<file path="src/rtl/fft_pkg.sv">
// Shared constants and FSM encoding for the FFT spectrum buffer.
package fft_pkg;
  localparam int FFT_POINT = 256;
  localparam int DATA_W    = 16;
  localparam int MAG_W     = 16;
  localparam int ADDR_W    = 7;
  localparam int BIN_W     = $clog2(FFT_POINT);
  localparam int SQ_W      = 2*DATA_W + 1;
  localparam int HALF_PT   = FFT_POINT / 2;

  typedef enum logic {
    IDLE    = 1'b0,
    CAPTURE = 1'b1
  } cap_state_t;
endpackage

</file>
<file path="src/rtl/spectrum_dpram.sv">
// Simple dual-port RAM holding both spectrum banks, addressed {bank, bin}.
module spectrum_dpram #(
  parameter int AW = 8,
  parameter int DW = 16
) (
  input  logic          clk,
  input  logic          rst_n,
  input  logic          we,
  input  logic [AW-1:0] waddr,
  input  logic [DW-1:0] wdata,
  input  logic [AW-1:0] raddr,
  output logic [DW-1:0] rdata
);
  logic [DW-1:0] mem [0:(1<<AW)-1];

  always_ff @(posedge clk) begin
    if (we) mem[waddr] <= wdata;
  end

  always_ff @(posedge clk or negedge rst_n) begin
    if (!rst_n) rdata <= '0;
    else        rdata <= mem[raddr];
  end
endmodule

</file>
<file path="src/rtl/fft_spectrum_buf.sv">
// Squared-magnitude reduction of the FFT output stream into a ping-pong
// half-spectrum buffer with a stable read bank.
module fft_spectrum_buf
  import fft_pkg::*;
(
  input  logic                     clk_50m,
  input  logic                     rst_n,
  input  logic                     fft_o_valid,
  input  logic                     fft_o_sop,
  input  logic                     fft_o_eop,
  input  logic signed [DATA_W-1:0] fft_o_re,
  input  logic signed [DATA_W-1:0] fft_o_im,
  input  logic [ADDR_W-1:0]        rd_addr,
  output logic [MAG_W-1:0]         rd_data,
  output logic                     frame_done,
  output logic                     rd_bank,
  output logic                     frame_err
);
  cap_state_t        state, state_nxt;
  logic [BIN_W-1:0]  bin_cnt, bin_cnt_nxt, bin_sel;
  logic              accept, err_nxt, swap_start;
  logic              wr_bank;
  logic [1:0]        swap_pipe;
  logic [2*DATA_W-1:0] re_sq, im_sq;
  logic              wr_en;
  logic [ADDR_W:0]   wr_addr;
  logic [SQ_W-1:0]   sq_sum;
  logic [MAG_W-1:0]  mag;

  always_comb begin
    state_nxt   = state;
    bin_cnt_nxt = bin_cnt;
    bin_sel     = bin_cnt;
    accept      = 1'b0;
    err_nxt     = 1'b0;
    swap_start  = 1'b0;
    if (fft_o_valid) begin
      case (state)
        IDLE: begin
          if (fft_o_sop) begin
            accept      = 1'b1;
            bin_sel     = '0;
            bin_cnt_nxt = BIN_W'(1);
            state_nxt   = CAPTURE;
          end
        end
        CAPTURE: begin
          accept = 1'b1;
          // A second sop wins over a coincident eop and restarts the frame
          if (fft_o_sop) begin
            err_nxt     = 1'b1;
            bin_sel     = '0;
            bin_cnt_nxt = BIN_W'(1);
          end else if (fft_o_eop) begin
            state_nxt   = IDLE;
            bin_cnt_nxt = '0;
            if (bin_cnt == BIN_W'(FFT_POINT-1)) swap_start = 1'b1;
            else                                err_nxt    = 1'b1;
          end else begin
            bin_cnt_nxt = bin_cnt + BIN_W'(1);
          end
        end
        default: state_nxt = IDLE;
      endcase
    end
  end

  // Multiply stage; the bank is latched with the address so an early
  // wr_bank toggle cannot redirect the tail of the finished frame.
  always_ff @(posedge clk_50m or negedge rst_n) begin
    if (!rst_n) begin
      re_sq   <= '0;
      im_sq   <= '0;
      wr_en   <= 1'b0;
      wr_addr <= '0;
    end else begin
      re_sq   <= fft_o_re * fft_o_re;
      im_sq   <= fft_o_im * fft_o_im;
      wr_en   <= accept && (bin_sel < BIN_W'(HALF_PT));
      wr_addr <= {wr_bank, bin_sel[ADDR_W-1:0]};
    end
  end

  assign sq_sum = {1'b0, re_sq} + {1'b0, im_sq};
  assign mag    = sq_sum[SQ_W-1 -: MAG_W];

  // wr_bank flips at eop so a back-to-back frame lands in the free bank,
  // while rd_bank waits for the last write to drain.
  always_ff @(posedge clk_50m or negedge rst_n) begin
    if (!rst_n) begin
      state      <= IDLE;
      bin_cnt    <= '0;
      frame_err  <= 1'b0;
      wr_bank    <= 1'b1;
      swap_pipe  <= '0;
      rd_bank    <= 1'b0;
      frame_done <= 1'b0;
    end else begin
      state      <= state_nxt;
      bin_cnt    <= bin_cnt_nxt;
      frame_err  <= err_nxt;
      swap_pipe  <= {swap_pipe[0], swap_start};
      frame_done <= swap_pipe[1];
      if (swap_start)   wr_bank <= ~wr_bank;
      if (swap_pipe[1]) rd_bank <= ~rd_bank;
    end
  end

  spectrum_dpram #(
    .AW(ADDR_W + 1),
    .DW(MAG_W)
  ) u_ram (
    .clk   (clk_50m),
    .rst_n (rst_n),
    .we    (wr_en),
    .waddr (wr_addr),
    .wdata (mag),
    .raddr ({rd_bank, rd_addr}),
    .rdata (rd_data)
  );
endmodule

</file>
<file path="config.mk">
export PLATFORM = sky130hd
export DESIGN_NAME = fft_spectrum_buf
export DESIGN_NICKNAME = d
export VERILOG_FILES = /design/src/rtl/fft_pkg.sv /design/src/rtl/spectrum_dpram.sv /design/src/rtl/fft_spectrum_buf.sv
export SDC_FILE = /design/constraint.sdc
export NUM_CORES = 2
export LEC_CHECK = 0
export BUFFER_PORTS_ARGS = -buffer_cell sky130_fd_sc_hd__buf_2
export CAP_MARGIN = 20
export CORE_MARGIN = 2
export CORE_UTILIZATION = 55
export CTS_BUF_LIST = sky130_fd_sc_hd__clkbuf_4
export CTS_CLUSTER_SIZE = 20
export DETAILED_ROUTE_END_ITERATION = 8
export GPL_TIMING_DRIVEN = 0
export HOLD_SLACK_MARGIN = 0.08
export PLACE_DENSITY = 0.71
export REMOVE_ABC_BUFFERS = 1
export SLEW_MARGIN = 20
export SYNTH_ARGS = -nofsm -noshare
export SYNTH_HDL_FRONTEND = slang
export SYNTH_SLANG_ARGS = --single-unit
</file>
<file path="constraint.sdc">
create_clock -name clk_50m -period 12.5 [get_ports clk_50m]
set_input_delay 2.5 -clock clk_50m [delete_from_list [all_inputs] [get_ports clk_50m]]
set_output_delay 2.5 -clock clk_50m [all_outputs]
set_load 0.03 [all_outputs]
</file>
Word-level counts from Yosys, hierarchy flattened
Memories as Yosys holds them, arrays and structs flattened. A register that Yosys moved wholly into a read port is not among the register bits. Cells that the tools add are included.

Input bits: 44. Register bits after elaboration: 88. Output and inout port bits: 19. Memories: 1. Word-level logic and storage cells: 49. Bits in writable memories: 4096.

Memory list: u_ram.mem (depth 256, width 16, read ports 1, clocked after Yosys merged registers in 1, write ports 1, RTL line spectrum_dpram.sv:14) `logic [DW-1:0] mem [0:(1<<AW)-1];`.

$mul: 2. Reduce and logical (&&, ||, !) cells: 3. Equal/unequal tests: 2. Magnitude comparators: 1. Bitwise operators: 3. Multiplexer cells: 24. $add $sub $neg: 2.

Operator list (number): multiplier 16 x 16 -> 32 bit (2); two-way mux 8 bit (5); adder 32 x 32 -> 33 bit (1); two-way mux 1 bit (16); one-hot mux 8 bit (2 select lines) (1); adder 8 x 1 -> 8 bit (second input constant) (1); equality test 8 bit (second input constant) (1); < comparator 8 bit (second input constant) (1); one-hot mux 1 bit (2 select lines) (2); inverter 1 bit (3); inequality test 2 bit (second input constant) (1); AND reduction 2 bit (1); logical AND 1 bit (1); logical NOT 1 bit (1).

Logic depth before layout (Yosys ltp)
Word-level depth: 6. Gate-level depth with buffers: 24. Mapped depth without buffers: 24.

By module
From an unflattened synthesis, not the netlist that was laid out.

Cells, all modules: 9554. Area, all modules: 179827.5 µm².

By module, submodules not included: spectrum_dpram (instances 1, seq. area each 123398.3 µm², cells an instance 7360, area each 158796.0 µm²); fft_spectrum_buf (instances 1, seq. area each 2103.3 µm², cells an instance 2194, area each 21031.4 µm²).

Worst setup path after synthesis
Ideal clock, no wire load.

Path kind: register to register. Start: reg re_sq[17]. End: mem u_ram.mem[0][11] (data pin). Path buffers: 0. Arrival: 9.176 ns. Clock period less this slack: 10.822 ns. Path slack: 1.678 ns. Setup time: 1.646 ns. Required time: 10.854 ns. Cell stages (with the launch flop): 11. Path through: dfrtp_1 -> ha_1 -> and3_1 -> and4_1 -> and3b_1 -> a221o_1 -> o21ai_0 -> a31oi_1 -> o21ai_0 -> nor2b_1 -> xnor2_1.

Word-level cells in the longest chain between the ends: 1.

Ends and longest elaborated chain: from (decl) (RTL line fft_spectrum_buf.sv:24) `logic [2*DATA_W-1:0] re_sq, im_sq;`; from (signal assigned) (RTL line fft_spectrum_buf.sv:77) `re_sq <= fft_o_re * fft_o_re;`; adder 32 x 32 -> 33 bit (RTL line fft_spectrum_buf.sv:84) `assign sq_sum = {1'b0, re_sq} + {1'b0, im_sq};`; net sq_sum[28] (RTL line fft_spectrum_buf.sv:27) `logic [SQ_W-1:0] sq_sum;`; to (decl) (RTL line spectrum_dpram.sv:14).

The timed path passes the listed nets, and every way through them passes these cells.

Worst setup path after layout
Start: in fft_o_re[15]. End: reg re_sq[31].

Word-level cells in the longest chain between the ends: 1.

Ends and longest elaborated chain: from (decl) (RTL line fft_spectrum_buf.sv:11) `input logic signed [DATA_W-1:0] fft_o_re,`; multiplier 16 x 16 -> 32 bit (RTL line fft_spectrum_buf.sv:77).

Every way passes these cells. A chain may end at the register's enable or synchronous reset.

==> flow_summary.json <==
{
  "status": "finished clean",
  "cts_root_buf": "clkbuf_4",
  "multi_input_area_mm2": 0.04950,
  "clk_pin_slew_ns": 0.07,
  "seq_area_mm2": 0.1255,
  "layout-drive-gt1-share_pct": 35.70,
  "tritoncts": "done",
  "finalCritPeriodShare_pct": 67.44,
  "grt_pass1_vias": 90910,
  "core.rowCount": 208,
  "yosys.area_share.simple_pct": 1.875,
  "synth-seq-cells": 4196,
  "path_depth": 21,
  "start_util_pct": 55.28,
  "port_buffers": 62,
  "avgSynthCellArea_um2": 21.33,
  "r2r_start": "re_sq[8]$_DFF_PN0_",
  "drtIter0Drc": 9957,
  "rsz0062_at_grt": "no",
  "required_ns": 13.71,
  "gr-total-overflow": 0,
  "syn_inst": 8323,
  "hold_path_class": "reg2reg",
  "cpMaxStageDelayCell": "fa_1",
  "cp-end-kind": "flip-flop",
  "hpwlAfterDp_mm": 264.4,
  "reg2reg_slack_ns": 7.76,
  "async_flop_share_pct": 2.383,
  "worstPathCellList": "buf_2, inv_1, nor2_1, fa_1, fa_1, fa_1, fa_1, fa_1, inv_1, fa_1, inv_1, ha_1, nand3_1, nor3_1, nand2_1, o21ai_0, a211oi_1, nor3_1, or3_1, a21oi_1, xnor2_1",
  "drt-wirelength-per-cell_um": 28.19,
  "drc_errors": 0,
  "crit_buf_inv": 4,
  "slew_headroom_pct": 25.05,
  "r2r_cells": 13,
  "synth_xor_area_share_pct": 0.4983,
  "drv_slew": 0,
  "max_freq_mhz": 118.6,
  "grt_usage_pct": 25.13,
  "ant_nets": 0,
  "worst_pin_slew_ns": 1.120,
  "clock_latency_ns": 1.45,
  "nFillCells": 21610,
  "final-hold-violation-count": 0,
  "syn_area_mm2": 0.1775,
  "via_per_inst": 6.103,
  "cap_viol_max_count": 0,
  "cts_sinks": 4196,
  "tns_ns": 0,
  "worstPathMaxFanout": 22,
  "die_w_um": 572.1,
  "p_int_w": 0.03871,
  "crit_end": "re_sq[31]$_DFF_PN0_",
  "finalSetupViolations": 0,
  "synth_cell_types": 54,
  "num_vias": 87760,
  "p_clk_share_pct": 17.5,
  "p_per_area_mw_per_mm2": 297.8,
  "ys_seq_area_share_pct": 70.70,
  "ir_worst_vdd_uv": 417.5,
  "cts_repair_resize_count": 0,
  "antenna_found_initial": 30,
  "htreeDepth": 6,
  "combPwrFrac_pct": 41.1,
  "die_y_um": 572.1,
  "cts_setup_buffers": 0,
  "crit_family": "adder cells",
  "syn2layout_area_growth_pct": 13.69,
  "dr.pass1.iters": 6,
  "finalNetCount": 10070,
  "synth_mux_area_share_pct": 17.28,
  "startpoint_type": "input pin",
  "max_stage_delay_ns": 0.58,
  "yosys_warnings": 0,
  "wl_mm": 405.4,
  "cpMostUsedCell": "fa_1",
  "die_area_mm2": 0.3273,
  "numCtsBuffers": 969,
  "post-route-min-period_ns": 8.430,
  "synth_compound_gate_area_share_pct": 0.7239,
  "p_sw_w": 0.02140,
  "io_pins": 63,
  "dpl_cell_area_mm2": 0.1898,
  "cp.arrival_ns": 9.64,
  "core_area_mm2": 0.3211,
  "gp_congestion": 0.8276,
  "synth_ff_type": "edfxtp_1",
  "netSwitchingFraction_pct": 35.60,
  "synth_top_family_by_area": "multiplexers",
  "grt_pass1_wl_mm": 597.1,
  "holdBufCountCts": 0,
  "synth_edf_count": 4096,
  "cellLeakagePower_nw": 68.18,
  "synth-adder-area-share_pct": 6.704,
  "clk_path_buf_depth": 4,
  "grt_max_degree": 121,
  "crit_path_start": "fft_o_re[15]",
  "crit_type": "in2reg",
  "reg2reg_to": "u_ram.mem[104][14]$_DFFE_PP_",
  "power_frac_seq_pct": 41.5,
  "design_area_mm2": 0.2018,
  "fin_skew_ns": 0.1184
}
through the flow:
stage	instances	worst slack (ns)	power, W	util (%)	hold WS, ns
2_1_floorplan	7929	1.678	0.03409	-	0.3312
3_3_place_gp	12300	-23.80	0.03542	56.57	0.3393
3_5_place_dp	12690	2.686	0.04981	59.09	0.3402
4_1_cts	14360	4.105	0.06035	62.82	0.3574
5_1_grt	14370	3.632	0.06322	62.83	0.3791
6_report	14380	4.070	0.06010	62.84	0.3596
cells in the final DEF (no fill, tap or decap), types with 11 or more instances in the layout:
| master | instances |
|---|---|
| clkbuf_4 | 1397 |
| ha_1 | 204 |
| nor2_2 | 170 |
| diode_2 | 15 |
| nor2b_1 | 21 |
| edfxtp_1 | 4096 |
| nand2_1 | 193 |
| inv_1 | 637 |
| and3_1 | 14 |
| nand3_1 | 31 |
| buf_2 | 55 |
| o21bai_1 | 15 |
| dfrtp_1 | 98 |
| buf_16 | 107 |
| buf_6 | 196 |
| a21oi_1 | 56 |
| nand4_1 | 11 |
| o21ai_0 | 45 |
| fa_1 | 467 |
| clkinv_1 | 208 |
| inv_6 | 12 |
| nor2_1 | 85 |
| clkinv_2 | 17 |
| mux4_2 | 1360 |
| buf_8 | 80 |
| and2_1 | 88 |
| nor2_4 | 87 |
| xor2_1 | 24 |
| buf_12 | 19 |
| nor3_1 | 15 |
| xnor2_1 | 64 |
| a21o_1 | 26 |
cells in the mapped netlist (3+ instances only):
master       n  share of area, %
buf_2       54              0.15
nor3_1      15             0.042
mux2i_1      4             0.023
nand3_1     45              0.13
nand2b_1    10             0.035
buf_1       78              0.16
a21oi_1     56              0.16
a221oi_1     3             0.015
or2_2        3             0.011
nand2_1    200              0.42
and3_1      14             0.049
edfxtp_1  4096                69
o21bai_1    15             0.063
a41o_1       4             0.023
dfrtp_1     99               1.4
a211oi_1     7             0.030
o211ai_1     3             0.013
clkbuf_1   260              0.55
ha_1       204               1.4
xor2_1      32              0.16
mux4_2    1360                17
or3_1        4             0.014
nor2b_1     21             0.074
o31ai_1      3             0.013
a21o_1      27              0.11
nor2_1     342              0.72
o21ai_0     45              0.13
a31oi_1     10             0.035
inv_1      637               1.3
a221o_1      3             0.017
fa_1       467               5.3
nand4_1     11             0.039
and2_1      88              0.31
a31o_2      10             0.049
o21a_1       5             0.021
xnor2_1     69              0.34
kinds of logic after synthesis:
group / after synthesis
buf+inv: 1031
mux: 1364
flops: 4196
xor+xnor: 101
fa+ha+maj: 671
compound gates: 201
simple gates: 759
routing by layer:
layer	up-vias	part of all wire, %	track usage [%]
met5	-	0.016	0
met2	4692	48	38.92
met4	10	2.2	6.574
met1	46390	39	36.40
met3	523	10	6.089
li1	36150	-	-
worst min-delay path by stage:
stage	cells after the start	end	slack, ns	start
6_report	0	swap_pipe[1]$_DFF_PN0_	0.36	swap_pipe[0]$_DFF_PN0_
3_3_place_gp	0	swap_pipe[1]$_DFF_PN0_	0.34	swap_pipe[0]$_DFF_PN0_
4_1_cts	0	swap_pipe[1]$_DFF_PN0_	0.36	swap_pipe[0]$_DFF_PN0_
2_1_floorplan	0	swap_pipe[1]$_DFF_PN0_	0.33	swap_pipe[0]$_DFF_PN0_
5_1_grt	0	swap_pipe[1]$_DFF_PN0_	0.38	swap_pipe[0]$_DFF_PN0_
3_5_place_dp	0	swap_pipe[1]$_DFF_PN0_	0.34	swap_pipe[0]$_DFF_PN0_
layout make-up:
| type | count | share of cell area [%] |
|---|---|---|
| Sequential cell | 4196 | 62.19 |
| Clock inverter | 276 | 0.7427 |
| Clock buffer | 1397 | 5.197 |
| Antenna cell | 15 | 0.01860 |
| Multi-Input combinational cell | 3096 | 24.53 |
| Timing Repair Buffer | 458 | 3.477 |
| Inverter | 637 | 1.185 |
| Tap cell | 4305 | 2.669 |
flip-flops by register name (all words and copies together), names as in the netlist:
register / count
frame_err: 1
swap_pipe: 2
u_ram.mem: 4096
state: 1
u_ram.rdata: 16
re_sq: 30
rd_bank: 1
wr_bank: 1
wr_addr: 8
wr_en: 1
frame_done: 1
bin_cnt: 8
im_sq: 30
power by group through the flow:
stage	clock network [W]	logic [W]	registers, W
final	0.0105	0.0247	0.0249
after global routing	0.0114	0.0269	0.0249
after CTS	0.0107	0.0247	0.0249
after detailed placement	0	0.0246	0.0252
after global placement	0	0.0137	0.0217
after floorplan	0	0.00988	0.0242
Power figures use the tool's default switching activity.
